==> config.mk <==
export PLATFORM = sky130hd
export DESIGN_NAME = ebu_ctrl_hold_flat
export DESIGN_NICKNAME = d
export VERILOG_FILES = /design/src/rtl/ebu_ctrl_hold_if.sv /design/src/rtl/ebu_ctrl_hold.sv /design/src/flat_wrapper.sv
export SDC_FILE = /design/constraint.sdc
export NUM_CORES = 1
export LEC_CHECK = 0
export CAP_MARGIN = 15
export CORE_ASPECT_RATIO = 0.5
export CORE_MARGIN = 10
export CORE_UTILIZATION = 45
export CTS_CLUSTER_SIZE = 40
export DETAILED_ROUTE_END_ITERATION = 8
export GPL_TIMING_DRIVEN = 0
export PLACE_DENSITY = 0.71
export SLEW_MARGIN = 20
export SYNTH_ARGS = -nofsm -noshare
export SYNTH_HDL_FRONTEND = slang
export SYNTH_SLANG_ARGS = --single-unit
==> constraint.sdc <==
create_clock -name HCLK -period 3.9 [get_ports HCLK]
set_clock_uncertainty 0.2 [all_clocks]
set_input_delay 0.78 -clock HCLK [delete_from_list [all_inputs] [get_ports HCLK]]
set_output_delay 0.78 -clock HCLK [all_outputs]
set_load 0.01 [all_outputs]
==> src/rtl/ebu_ctrl_hold_if.sv <==
// Requester-side AHB address phase plus arbiter hold controls for ebu_ctrl_hold.
// Latency: none, this is a pure signal bundle.
// Backpressure: HREADYOut carries the stall back to the requester.
interface ebu_ctrl_hold_if #(
   parameter int PA_BITS = 32
);
   // arbiter controls
   logic               Save;
   logic               Restore;
   logic               Disable;
   // requester address phase
   logic [PA_BITS-1:0] HADDRIn;
   logic [2:0]         HSIZEIn;
   logic [2:0]         HBURSTIn;
   logic [1:0]         HTRANSIn;
   logic               HWRITEIn;
   logic               HREADY;
   // towards arbiter / bus mux / requester
   logic               Request;
   logic [PA_BITS-1:0] HADDROut;
   logic [2:0]         HSIZEOut;
   logic [2:0]         HBURSTOut;
   logic [1:0]         HTRANSOut;
   logic               HWRITEOut;
   logic               HREADYOut;

   // the hold stage itself
   modport slave (
      input  Save, Restore, Disable,
      input  HADDRIn, HSIZEIn, HBURSTIn, HTRANSIn, HWRITEIn, HREADY,
      output Request, HADDROut, HSIZEOut, HBURSTOut, HTRANSOut, HWRITEOut, HREADYOut
   );

   // whoever drives the stage (requester + arbiter, or a bench)
   modport master (
      output Save, Restore, Disable,
      output HADDRIn, HSIZEIn, HBURSTIn, HTRANSIn, HWRITEIn, HREADY,
      input  Request, HADDROut, HSIZEOut, HBURSTOut, HTRANSOut, HWRITEOut, HREADYOut
   );
endinterface

==> src/rtl/ebu_ctrl_hold.sv <==
// Address-phase hold stage: passes a requester's AHB phase through, captures it on Save, replays it (with burst beats) on Restore.
// Latency: zero-cycle combinational pass-through; captured phase visible the cycle after Save.
// Backpressure: HREADYOut is forced low while held or disabled, otherwise follows HREADY.
module ebu_ctrl_hold #(
   parameter int PA_BITS = 32
) (
   input  logic            HCLK,
   input  logic            HRESETn,
   ebu_ctrl_hold_if.slave  bus
);

   localparam logic [1:0] TRANS_IDLE   = 2'b00;
   localparam logic [1:0] TRANS_NONSEQ = 2'b10;
   localparam logic [1:0] TRANS_SEQ    = 2'b11;

   typedef enum logic [1:0] {
      PASS   = 2'b00,
      HELD   = 2'b01,
      REPLAY = 2'b10
   } state_t;

   state_t             state_q, state_d;
   logic [PA_BITS-1:0] haddr_q, haddr_d;
   logic [2:0]         hsize_q, hsize_d;
   logic [2:0]         hburst_q, hburst_d;
   logic               hwrite_q, hwrite_d;
   logic [3:0]         beat_q, beat_d;
   logic               valid_q, valid_d;

   logic [4:0]         burst_beats;
   logic [3:0]         last_beat;
   logic               is_wrap;
   logic [PA_BITS-1:0] addr_incr;
   logic [PA_BITS-1:0] addr_sum;
   logic [PA_BITS-1:0] wrap_mask;
   logic [PA_BITS-1:0] addr_nxt;

   logic               request;
   logic [PA_BITS-1:0] haddr_out;
   logic [2:0]         hsize_out;
   logic [2:0]         hburst_out;
   logic [1:0]         htrans_out;
   logic               hwrite_out;
   logic               hready_out;

   // Burst geometry of the held phase: beat count, final-beat index and next beat address.
   always_comb begin
      burst_beats = 5'd1;
      case (hburst_q[2:1])
         2'b01:   burst_beats = 5'd4;
         2'b10:   burst_beats = 5'd8;
         2'b11:   burst_beats = 5'd16;
         default: burst_beats = 5'd1;
      endcase
      last_beat = 4'(burst_beats - 5'd1);
      // WRAP4/8/16 are the even, non-zero encodings
      is_wrap   = (hburst_q[0] == 1'b0) && (hburst_q != 3'b000);
      addr_incr = {{(PA_BITS-1){1'b0}}, 1'b1} << hsize_q;
      addr_sum  = haddr_q + addr_incr;
      // wrap block is (beats << size) bytes; only bits inside it take the carry
      wrap_mask = ({{(PA_BITS-5){1'b0}}, burst_beats} << hsize_q) - {{(PA_BITS-1){1'b0}}, 1'b1};
      addr_nxt  = is_wrap ? ((haddr_q & ~wrap_mask) | (addr_sum & wrap_mask)) : addr_sum;
   end

   // State and hold register; reset drops any captured transaction immediately.
   always_ff @(posedge HCLK or negedge HRESETn) begin
      if (!HRESETn) begin
         state_q  <= PASS;
         haddr_q  <= '0;
         hsize_q  <= '0;
         hburst_q <= '0;
         hwrite_q <= 1'b0;
         beat_q   <= '0;
         valid_q  <= 1'b0;
      end else begin
         state_q  <= state_d;
         haddr_q  <= haddr_d;
         hsize_q  <= hsize_d;
         hburst_q <= hburst_d;
         hwrite_q <= hwrite_d;
         beat_q   <= beat_d;
         valid_q  <= valid_d;
      end
   end

   // Next state, hold register updates and the combinational bus-side outputs.
   always_comb begin
      state_d    = state_q;
      haddr_d    = haddr_q;
      hsize_d    = hsize_q;
      hburst_d   = hburst_q;
      hwrite_d   = hwrite_q;
      beat_d     = beat_q;
      valid_d    = valid_q;

      request    = bus.HTRANSIn[1];
      haddr_out  = bus.HADDRIn;
      hsize_out  = bus.HSIZEIn;
      hburst_out = bus.HBURSTIn;
      htrans_out = bus.HTRANSIn;
      hwrite_out = bus.HWRITEIn;
      hready_out = bus.HREADY;

      case (state_q)
         PASS: begin
            if (bus.Disable) begin
               htrans_out = TRANS_IDLE;
               hready_out = 1'b0;
            end
            // only an active transfer is worth capturing
            if (bus.Save && bus.HTRANSIn[1]) begin
               haddr_d  = bus.HADDRIn;
               hsize_d  = bus.HSIZEIn;
               hburst_d = bus.HBURSTIn;
               hwrite_d = bus.HWRITEIn;
               beat_d   = '0;
               valid_d  = 1'b1;
               state_d  = HELD;
            end
         end

         HELD: begin
            request    = 1'b1;
            haddr_out  = haddr_q;
            hsize_out  = hsize_q;
            hburst_out = hburst_q;
            htrans_out = TRANS_IDLE;
            hwrite_out = hwrite_q;
            hready_out = 1'b0;
            if (bus.Restore && valid_q) begin
               state_d = REPLAY;
            end
         end

         REPLAY: begin
            request    = 1'b1;
            haddr_out  = haddr_q;
            hsize_out  = hsize_q;
            hburst_out = hburst_q;
            htrans_out = (beat_q == 4'd0) ? TRANS_NONSEQ : TRANS_SEQ;
            hwrite_out = hwrite_q;
            hready_out = bus.HREADY;
            // every replay cycle drives an active transfer, so HREADY alone accepts a beat
            if (bus.HREADY) begin
               if (beat_q == last_beat) begin
                  valid_d = 1'b0;
                  beat_d  = '0;
                  state_d = PASS;
               end else begin
                  beat_d  = beat_q + 4'd1;
                  haddr_d = addr_nxt;
               end
            end
         end

         default: begin
            state_d = PASS;
         end
      endcase
   end

   assign bus.Request   = request;
   assign bus.HADDROut  = haddr_out;
   assign bus.HSIZEOut  = hsize_out;
   assign bus.HBURSTOut = hburst_out;
   assign bus.HTRANSOut = htrans_out;
   assign bus.HWRITEOut = hwrite_out;
   assign bus.HREADYOut = hready_out;

endmodule

==> src/flat_wrapper.sv <==
// flat-port wrapper written by rule: the top's interface ports become plain ports
module ebu_ctrl_hold_flat 
#(
   parameter int PA_BITS = 32
)
  (HCLK, HRESETn, bus_Save, bus_Restore, bus_Disable, bus_HADDRIn, bus_HSIZEIn, bus_HBURSTIn, bus_HTRANSIn, bus_HWRITEIn, bus_HREADY, bus_Request, bus_HADDROut, bus_HSIZEOut, bus_HBURSTOut, bus_HTRANSOut, bus_HWRITEOut, bus_HREADYOut);
  ebu_ctrl_hold_if #(.PA_BITS(PA_BITS)) bus_i ();
  input  logic HCLK;
  input  logic HRESETn;
  input wire logic [$bits(bus_i.Save)-1:0] bus_Save;
  input wire logic [$bits(bus_i.Restore)-1:0] bus_Restore;
  input wire logic [$bits(bus_i.Disable)-1:0] bus_Disable;
  input wire logic [$bits(bus_i.HADDRIn)-1:0] bus_HADDRIn;
  input wire logic [$bits(bus_i.HSIZEIn)-1:0] bus_HSIZEIn;
  input wire logic [$bits(bus_i.HBURSTIn)-1:0] bus_HBURSTIn;
  input wire logic [$bits(bus_i.HTRANSIn)-1:0] bus_HTRANSIn;
  input wire logic [$bits(bus_i.HWRITEIn)-1:0] bus_HWRITEIn;
  input wire logic [$bits(bus_i.HREADY)-1:0] bus_HREADY;
  output wire logic [$bits(bus_i.Request)-1:0] bus_Request;
  output wire logic [$bits(bus_i.HADDROut)-1:0] bus_HADDROut;
  output wire logic [$bits(bus_i.HSIZEOut)-1:0] bus_HSIZEOut;
  output wire logic [$bits(bus_i.HBURSTOut)-1:0] bus_HBURSTOut;
  output wire logic [$bits(bus_i.HTRANSOut)-1:0] bus_HTRANSOut;
  output wire logic [$bits(bus_i.HWRITEOut)-1:0] bus_HWRITEOut;
  output wire logic [$bits(bus_i.HREADYOut)-1:0] bus_HREADYOut;
  assign bus_i.Save = bus_Save;
  assign bus_i.Restore = bus_Restore;
  assign bus_i.Disable = bus_Disable;
  assign bus_i.HADDRIn = bus_HADDRIn;
  assign bus_i.HSIZEIn = bus_HSIZEIn;
  assign bus_i.HBURSTIn = bus_HBURSTIn;
  assign bus_i.HTRANSIn = bus_HTRANSIn;
  assign bus_i.HWRITEIn = bus_HWRITEIn;
  assign bus_i.HREADY = bus_HREADY;
  assign bus_Request = bus_i.Request;
  assign bus_HADDROut = bus_i.HADDROut;
  assign bus_HSIZEOut = bus_i.HSIZEOut;
  assign bus_HBURSTOut = bus_i.HBURSTOut;
  assign bus_HTRANSOut = bus_i.HTRANSOut;
  assign bus_HWRITEOut = bus_i.HWRITEOut;
  assign bus_HREADYOut = bus_i.HREADYOut;
  ebu_ctrl_hold #(.PA_BITS(PA_BITS)) u_core (.HCLK(HCLK), .HRESETn(HRESETn), .bus(bus_i));
endmodule
==> summary.md, run 1 <==
| Metric | Value |
|---|---|
| Design Power | 4.88 mW |
| Nets | 666 |
| Detailed Route WL | 13,500 um |
| Reg clk slew, reported paths | 0.06 ns |
| Post-synthesis cell type count | 66 |
| IO buf count | 89 |
| Yosys reg bits | 46 |
| Largest family of logic cells by synthesized area | simple AND/OR/NAND/NOR gates |
| Final setup TNS | 0 ns |
| F_max | 0.277 GHz |
| Root buffer cell | clkbuf_16 |
| Vias | 4,403 |
| CTS sink count | 46 |
| Worst stage delay on the critical path | 0.49 ns |
| Crit-path cells | inv_1, ha_1, clkbuf_1, clkbuf_2, mux2_2, clkdlybuf4s50_1 |
| WP data required | 2.92 ns |
| WL/cell | 18.8 um |
| Outcome | completed |
| First-pass GRT wire length | 21,900 um |
| GR Util All Layers | 19.5% |
| Leading area contributor after synthesis | dfrtp_1 |
| Post-Synth XOR/XNOR Area | 2.50% |
| Starting DRT DRC Count | 374 |
| DRC Markers | 0 |
| Cell count after synthesis | 505 |
| Max-cap viol count | 0 |
| Crit path time final | 3.61 ns |
| Initial antenna violation count | 0 |
| DP Area | 5250 um2 |
| Sequential-to-total area share from yosys stat | 27.4% |
| HPWL Detailed | 10,400 um |
| Via/cell ratio | 6.12 |
| Syn Nets | 569 |
| Initial cell density of the core | 47.2% |
| Synth Area in Compound Gates | 21.1% |
| Worst relative slew slack | 50.9% |
| Slew Viols, Final | 0 |
| Power density over the cells | 905 nW/um2 |
| Final setup viols | 0 |
| Worst skew pair latency | 0.30 ns |
| Vias in the first global route | 4,165 |
| Post-CTS setup repair buffer count | 0 |
| Routability cong. | 0.966 |
| Startpoint types | flop |
| Die area | 13,800 um2 |
| Grt ovf | 0 |
| CP Data Arrival Time | 2.63 ns |
| Post-route cell area | 5400 um2 |
| DP Cell Count | 712 |
| Synth async-reset ratio | 100% |
| 1st-pass router iterations | 5 |
| Hold WC Path Type | in2async |
| CTS tree | done |
| Ranking of synthesized cells by area | dfrtp_1 (27%), mux2_2 (13%), ha_1 (4.8%) |
| Fin crit share | 92.6% |
| Peak fanout along the critical path | 10 |
| Worst slack, placed | 0.314 ns |
| I/O pin count | 90 |
| Post-synth top cells | mux2_2 (49), dfrtp_1 (46), nand2_1 (43) |
| Max Root-Sink Buffers | 2 |
| Number of synthesized flops with an enable pin | 0 |
| Yosys warnings | 0 |
| Ratio of cells with drive above 1 in the final layout | 13.6% |
| Post-synthesis simple-gate area fraction | 22.8% |
| Worst-margin pin slew | 0.728 ns |
| Final hold vios | 0 |
| Post-synthesis mux area share | 16.1% |
| Average size of a mapped cell | 8.31 um2 |
| Antenna-violating nets left | 0 |
| Most common cell in the netlist | mux2_2 |
| Synth Flop Type | dfrtp_1 |
| P&R area growth vs syn | 28.5% |
| Cts bufs inserted | 5 |
| Slowest CP cell | clkdlybuf4s50_1 |
| Leak Pwr | 2.12 nW |
| VDD IR max | 0.000549 V |
| Layout Cells excl Fill | 720 |
| CTS H-Tree Depth | 2 |
| Die span in x | 157 um |
| Core Rows | 24 |
| Top cell type's share of synthesized area | 27.4% |
| RSZ-0062 raised after global routing | false |
| Adder-Cell Fraction of Synth Area | 5.24% |
| Worst Setup End Kind | primary output |
| Largest net degree at the start of global routing | 30 |
| Critical path class | reg2out |
| Final worst-path setup slack | 0.288 ns |
| Core area | 8890 um2 |
| Die height | 88.3 um |
| Mapped Area | 4200 um2 |
metrics by stage:
step                util, %  hold WS, ns
finish                 60.7        0.238
global route           60.7        0.279
CTS                    60.6        0.251
detailed placement     59.1        0.292
global placement       58.9        0.281
floorplan                 -        0.272
layout make-up:
type	instances	area, um2
inverters	16	60.1
diodes	1	2.50
plain buffers	32	148
well taps	117	146
multi-input cells	411	2850
flip-flops and latches	46	1150
clock buffers	7	133
fillers	857	3490
repair buffers	90	906
routing by layer:
layer,share of wire [%],global-route usage [%],vias to the layer above
li1,-,-,2100
met1,46,25.9,2120
met2,46,31.9,167
met3,7.2,4.07,16
met4,1.1,4.60,0
met5,0,0,-
power by group:
group	switching, mW	internal (mW)	total, mW
clock	0.194	0.235	0.429
combinational	1.84	1.64	3.48
sequential	0.273	0.701	0.974
total	2.31	2.58	4.88
worst paths after layout:
path | start | to | slack, ns | depth (start not counted)
setup / recovery | u_core.state_q[0] | bus_HWRITEOut | 0.29 | 6
hold / removal | HRESETn | async pin | 0.24 | 1
setup reg to reg | u_core.hsize_q[1] | flop | 0.29 | 11
hold reg to reg | u_core.hwrite_q | u_core.hwrite_q | 0.30 | 1
max in group asynchronous | HRESETn | async pin | 2.72 | 2
min in group HCLK | u_core.hwrite_q | u_core.hwrite_q | 0.30 | 1
critical path: cells and delay by family, from the launching register on:
family                   cells  cell delay (ns)
flip-flops                   1             0.40
buffers and inverters        4             1.28
adder cells (fa/ha/maj)      1             0.27
multiplexers                 1             0.38
kinds of logic (layout without fill, tap and decap cells):
family	after synthesis	count (layout)
and+or+nand+nor	188	188
AOI/OAI and AO/OA	133	133
muxes	61	61
buffers and inverters	48	145
DFF	46	46
adders and majority gates	17	17
xor gates and xnor gates	12	12
other	0	1
placed cells by master, fill, tap and decap left out, types with 6 or more instances in the layout:
cell | netlist | layout
a22oi_1 | 6 | 6
nand2_1 | 43 | 43
mux2_2 | 49 | 49
nand4_1 | 12 | 12
clkdlybuf4s50_1 | 0 | 88
nor3_1 | 20 | 20
and3_1 | 9 | 9
inv_1 | 16 | 16
xnor2_1 | 11 | 11
ha_1 | 16 | 16
o22ai_1 | 11 | 11
nor2_1 | 35 | 35
mux2i_1 | 10 | 10
a21oi_1 | 33 | 33
o21ai_0 | 23 | 23
o211ai_1 | 8 | 8
dfrtp_1 | 46 | 46
nand3_1 | 29 | 29
nor4_1 | 6 | 6
buf_2 | 9 | 10
clkbuf_1 | 20 | 18
what timing repair did:
action                                  4_1_cts  5_1_grt
endpoints found under the setup margin        0       35
gates resized for setup                       0        9
hold buffers                                  0        0
Note: power is estimated with default switching activity, not from simulation.
==> inputs of run 2 (changes only) <==
--- a/config.mk
+++ b/config.mk
@@ -12,6 +12,7 @@
 export CTS_CLUSTER_SIZE = 40
 export DETAILED_ROUTE_END_ITERATION = 8
 export GPL_TIMING_DRIVEN = 0
+export MAX_ROUTING_LAYER = met4
 export PLACE_DENSITY = 0.71
 export SLEW_MARGIN = 20
 export SYNTH_ARGS = -nofsm -noshare
==> run 2 against run 1 <==
Count of clock-buffer cells in the layout fell by 2. Cell area rose by 0.58%. First-iteration DRC count rose by 27%. Critical path depth rose by 5. Worst hold slack got worse by 0.0059 ns. Largest cell class unchanged.
==> summary.md, run 2 (synthesis results as in run 1) <==
| Metric | Value |
|---|---|
| Clock power frac | 10.4% (+1.6 points) |
| Startpoint types | flop |
| Die area | 13,800 um2 (unchanged) |
| Power density over the cells | 919 nW/um2 (+1.6%) |
| F_max | 0.275 GHz (-0.59%) |
| I/O pin count | 90 (unchanged) |
| Cts bufs inserted | 5 (unchanged) |
| CP Data Arrival Time | 3.63 ns (+1.00 ns) |
| Core area | 8890 um2 (unchanged) |
| Final setup viols | 0 (unchanged) |
| Root buffer cell | clkbuf_16 |
| HPWL Detailed | 10,400 um (+0.73%) |
| Core Rows | 24 (unchanged) |
| Layout Cells excl Fill | 720 (unchanged) |
| Outcome | completed |
| WL/cell | 19.0 um (+1.3%) |
| Diode count | 0 (-1) |
| Detailed Route WL | 13,700 um (+1.3%) |
| Vias | 4,426 (+0.52%) |
| Slew Viols, Final | 0 (unchanged) |
| DRC Markers | 0 (unchanged) |
| Hold WC Path Type | in2async |
| NetSw | 2.34 mW (+1.6%) |
| Antenna-violating nets left | 0 (unchanged) |
| Pint | 2.65 mW (+2.7%) |
| Ratio of cells with drive above 1 in the final layout | 14.1% (+0.47 points) |
| Starting DRT DRC Count | 474 (+27%) |
| CTS tree | done |
| Worst relative slew slack | 50.7% (-0.28 points) |
| DP Cell Count | 712 (unchanged) |
| Die span in x | 157 um (unchanged) |
| Via/cell ratio | 6.15 (+0.52%) |
| Die height | 88.3 um (unchanged) |
| RSZ-0062 raised after global routing | false |
| Comb power frac | 70.1% (-1.2 points) |
| Design Power | 4.99 mW (+2.1%) |
| Max-cap viol count | 0 (unchanged) |
| First-pass GRT wire length | 22,100 um (+0.82%) |
| P&R area growth vs syn | 29.2% |
| Hold WS | 0.233 ns (-0.00592 ns) |
| Worst-margin pin slew | 0.732 ns (+0.00415 ns) |
| IO buf count | 89 (unchanged) |
| Initial antenna violation count | 0 (unchanged) |
| Switching Fraction | 47.0% (-0.27 points) |
| Worst Setup End Kind | flop |
| CTS H-Tree Depth | 2 (unchanged) |
| DP Area | 5250 um2 (unchanged) |
| Routability cong. | 0.996 (+3.1%) |
| Final hold vios | 0 (unchanged) |
| WP data required | 3.89 ns (+0.97 ns) |
| Max Root-Sink Buffers | 2 (unchanged) |
| Sequential share of power | 19.4% (-0.6 points) |
| 1st-pass router iterations | 5 (unchanged) |
| Vias in the first global route | 4,254 (+2.1%) |
| Commonest non-fill, non-tap cell in the layout | clkdlybuf4s50_1 |
| CTS sink count | 46 (unchanged) |
| Post-route cell area | 5430 um2 (+0.58%) |
| Commonest non-fill, non-tap cells in the layout | clkdlybuf4s50_1 (88), mux2_2 (49), dfrtp_1 (46), nand2_1 (43), nor2_1 (35) |
| Peak fanout along the critical path | 10 (unchanged) |
| Largest net degree at the start of global routing | 30 (unchanged) |
| Post-CTS setup repair buffer count | 0 (unchanged) |
| Nets | 666 (unchanged) |
| Fin crit share | 93.2% (+0.55 points) |
| Reg clk slew, reported paths | 0.07 ns (about the same) |
| Critical path class | reg2reg |
| Final setup TNS | 0 ns (unchanged) |
| Grt ovf | 0 (unchanged) |
| Crit path time final | 3.63 ns (+0.0215 ns) |
| Leak Pwr | 2.14 nW (+1.0%) |
| Worst skew pair latency | 0.30 ns (about the same) |
| GR Util All Layers | 20.3% (+0.81 points) |
| Initial cell density of the core | 47.2% (unchanged) |
| VDD IR max | 0.000545 V (-0.69%) |
[run 2: changes by cell type in the layout (fill, tap and decap cells not counted)]
cell / delta
o21ai_2: -1
inv_6: +1
o21ai_1: +1
clkinv_2: +1
clkbuf_1: -3
clkbuf_2: +1
bufinv_16: +1
diode_2: -1
[run 2: worst max-delay path, cell delays in order (launching register included)]
cell and delay, ns:
dfrtp_1 0.40, clkbuf_1 0.22, clkbuf_2 0.23, nor3_1 0.32, ha_1 0.26, fa_1 0.28
a211oi_1 0.13, o21ai_1 0.49, nand2_1 0.33, nor3_1 0.35, nand4_1 0.13, nor3b_1 0.18
[run 2: per-layer routing]
| layer | part of all wire [%] | GRT usage (%) | wire (um) |
|---|---|---|---|
| met5 | 0 | - | 0 |
| met4 | 1.7 | 5.19 | 227 |
| met3 | 6.5 | 3.63 | 887 |
| met2 | 46 | 32.7 | 6330 |
| met1 | 46 | 25.9 | 6240 |
[run 2: path summary, 6_finish.rpt]
check	start	end	slack [ns]	cells past startpoint
setup / recovery	u_core.hsize_q[1]	flop	0.27	11
hold / removal	HRESETn	async pin	0.23	1
setup reg to reg	u_core.hsize_q[1]	flop	0.27	11
hold reg to reg	u_core.hwrite_q	u_core.hwrite_q	0.30	1
max in group asynchronous	HRESETn	async pin	2.74	2
min in group HCLK	u_core.hwrite_q	u_core.hwrite_q	0.30	1
[run 2: timing repair]
action | in CTS | in global routing
setup endpoints to repair | 0 | 36
endpoints found under the hold margin | 0 | 0
resized for setup | 0 | 10
hold buffers | 0 | 0
[run 2: metrics by stage]
step / setup slack [ns] / util, %
final: 0.266 / 61.1
after global routing: 0.0958 / 61.1
after CTS: 0.0429 / 61.0
after detailed placement: 0.322 / 59.1
after global placement: 0.306 / 58.9
after floorplan: 0.937 / -
[run 2: power by group through the flow]
stage                     clock network (mW)  registers [mW]  logic (mW)
final                                  0.521           0.968        3.50
after detailed placement                   0           0.968        3.46
after global placement                     0           0.961        3.43
after CTS                              0.527           0.960        3.49
after floorplan                            0           0.891        2.26
after global routing                   0.549            1.01        3.82
[run 2: area by class of cell]
type | instances | area (um2)
Inverter | 16 | 60.1
Multi-Input combinational cell | 411 | 2850
Sequential cell | 46 | 1150
Buffer | 32 | 149
Timing Repair Buffer | 90 | 906
Clock buffer | 5 | 125
Tap cell | 117 | 146
Fill cell | 830 | 3460
Clock inverter | 3 | 43.8
==> inputs of run 3 (changes only) <==
--- a/config.mk
+++ b/config.mk
@@ -5,7 +5,7 @@
 export SDC_FILE = /design/constraint.sdc
 export NUM_CORES = 1
 export LEC_CHECK = 0
-export CAP_MARGIN = 15
+export CAP_MARGIN = 20
 export CORE_ASPECT_RATIO = 0.5
 export CORE_MARGIN = 10
 export CORE_UTILIZATION = 45
==> results of run 3 <==
Final layout, timing and power as in run 2 (identical DEF).
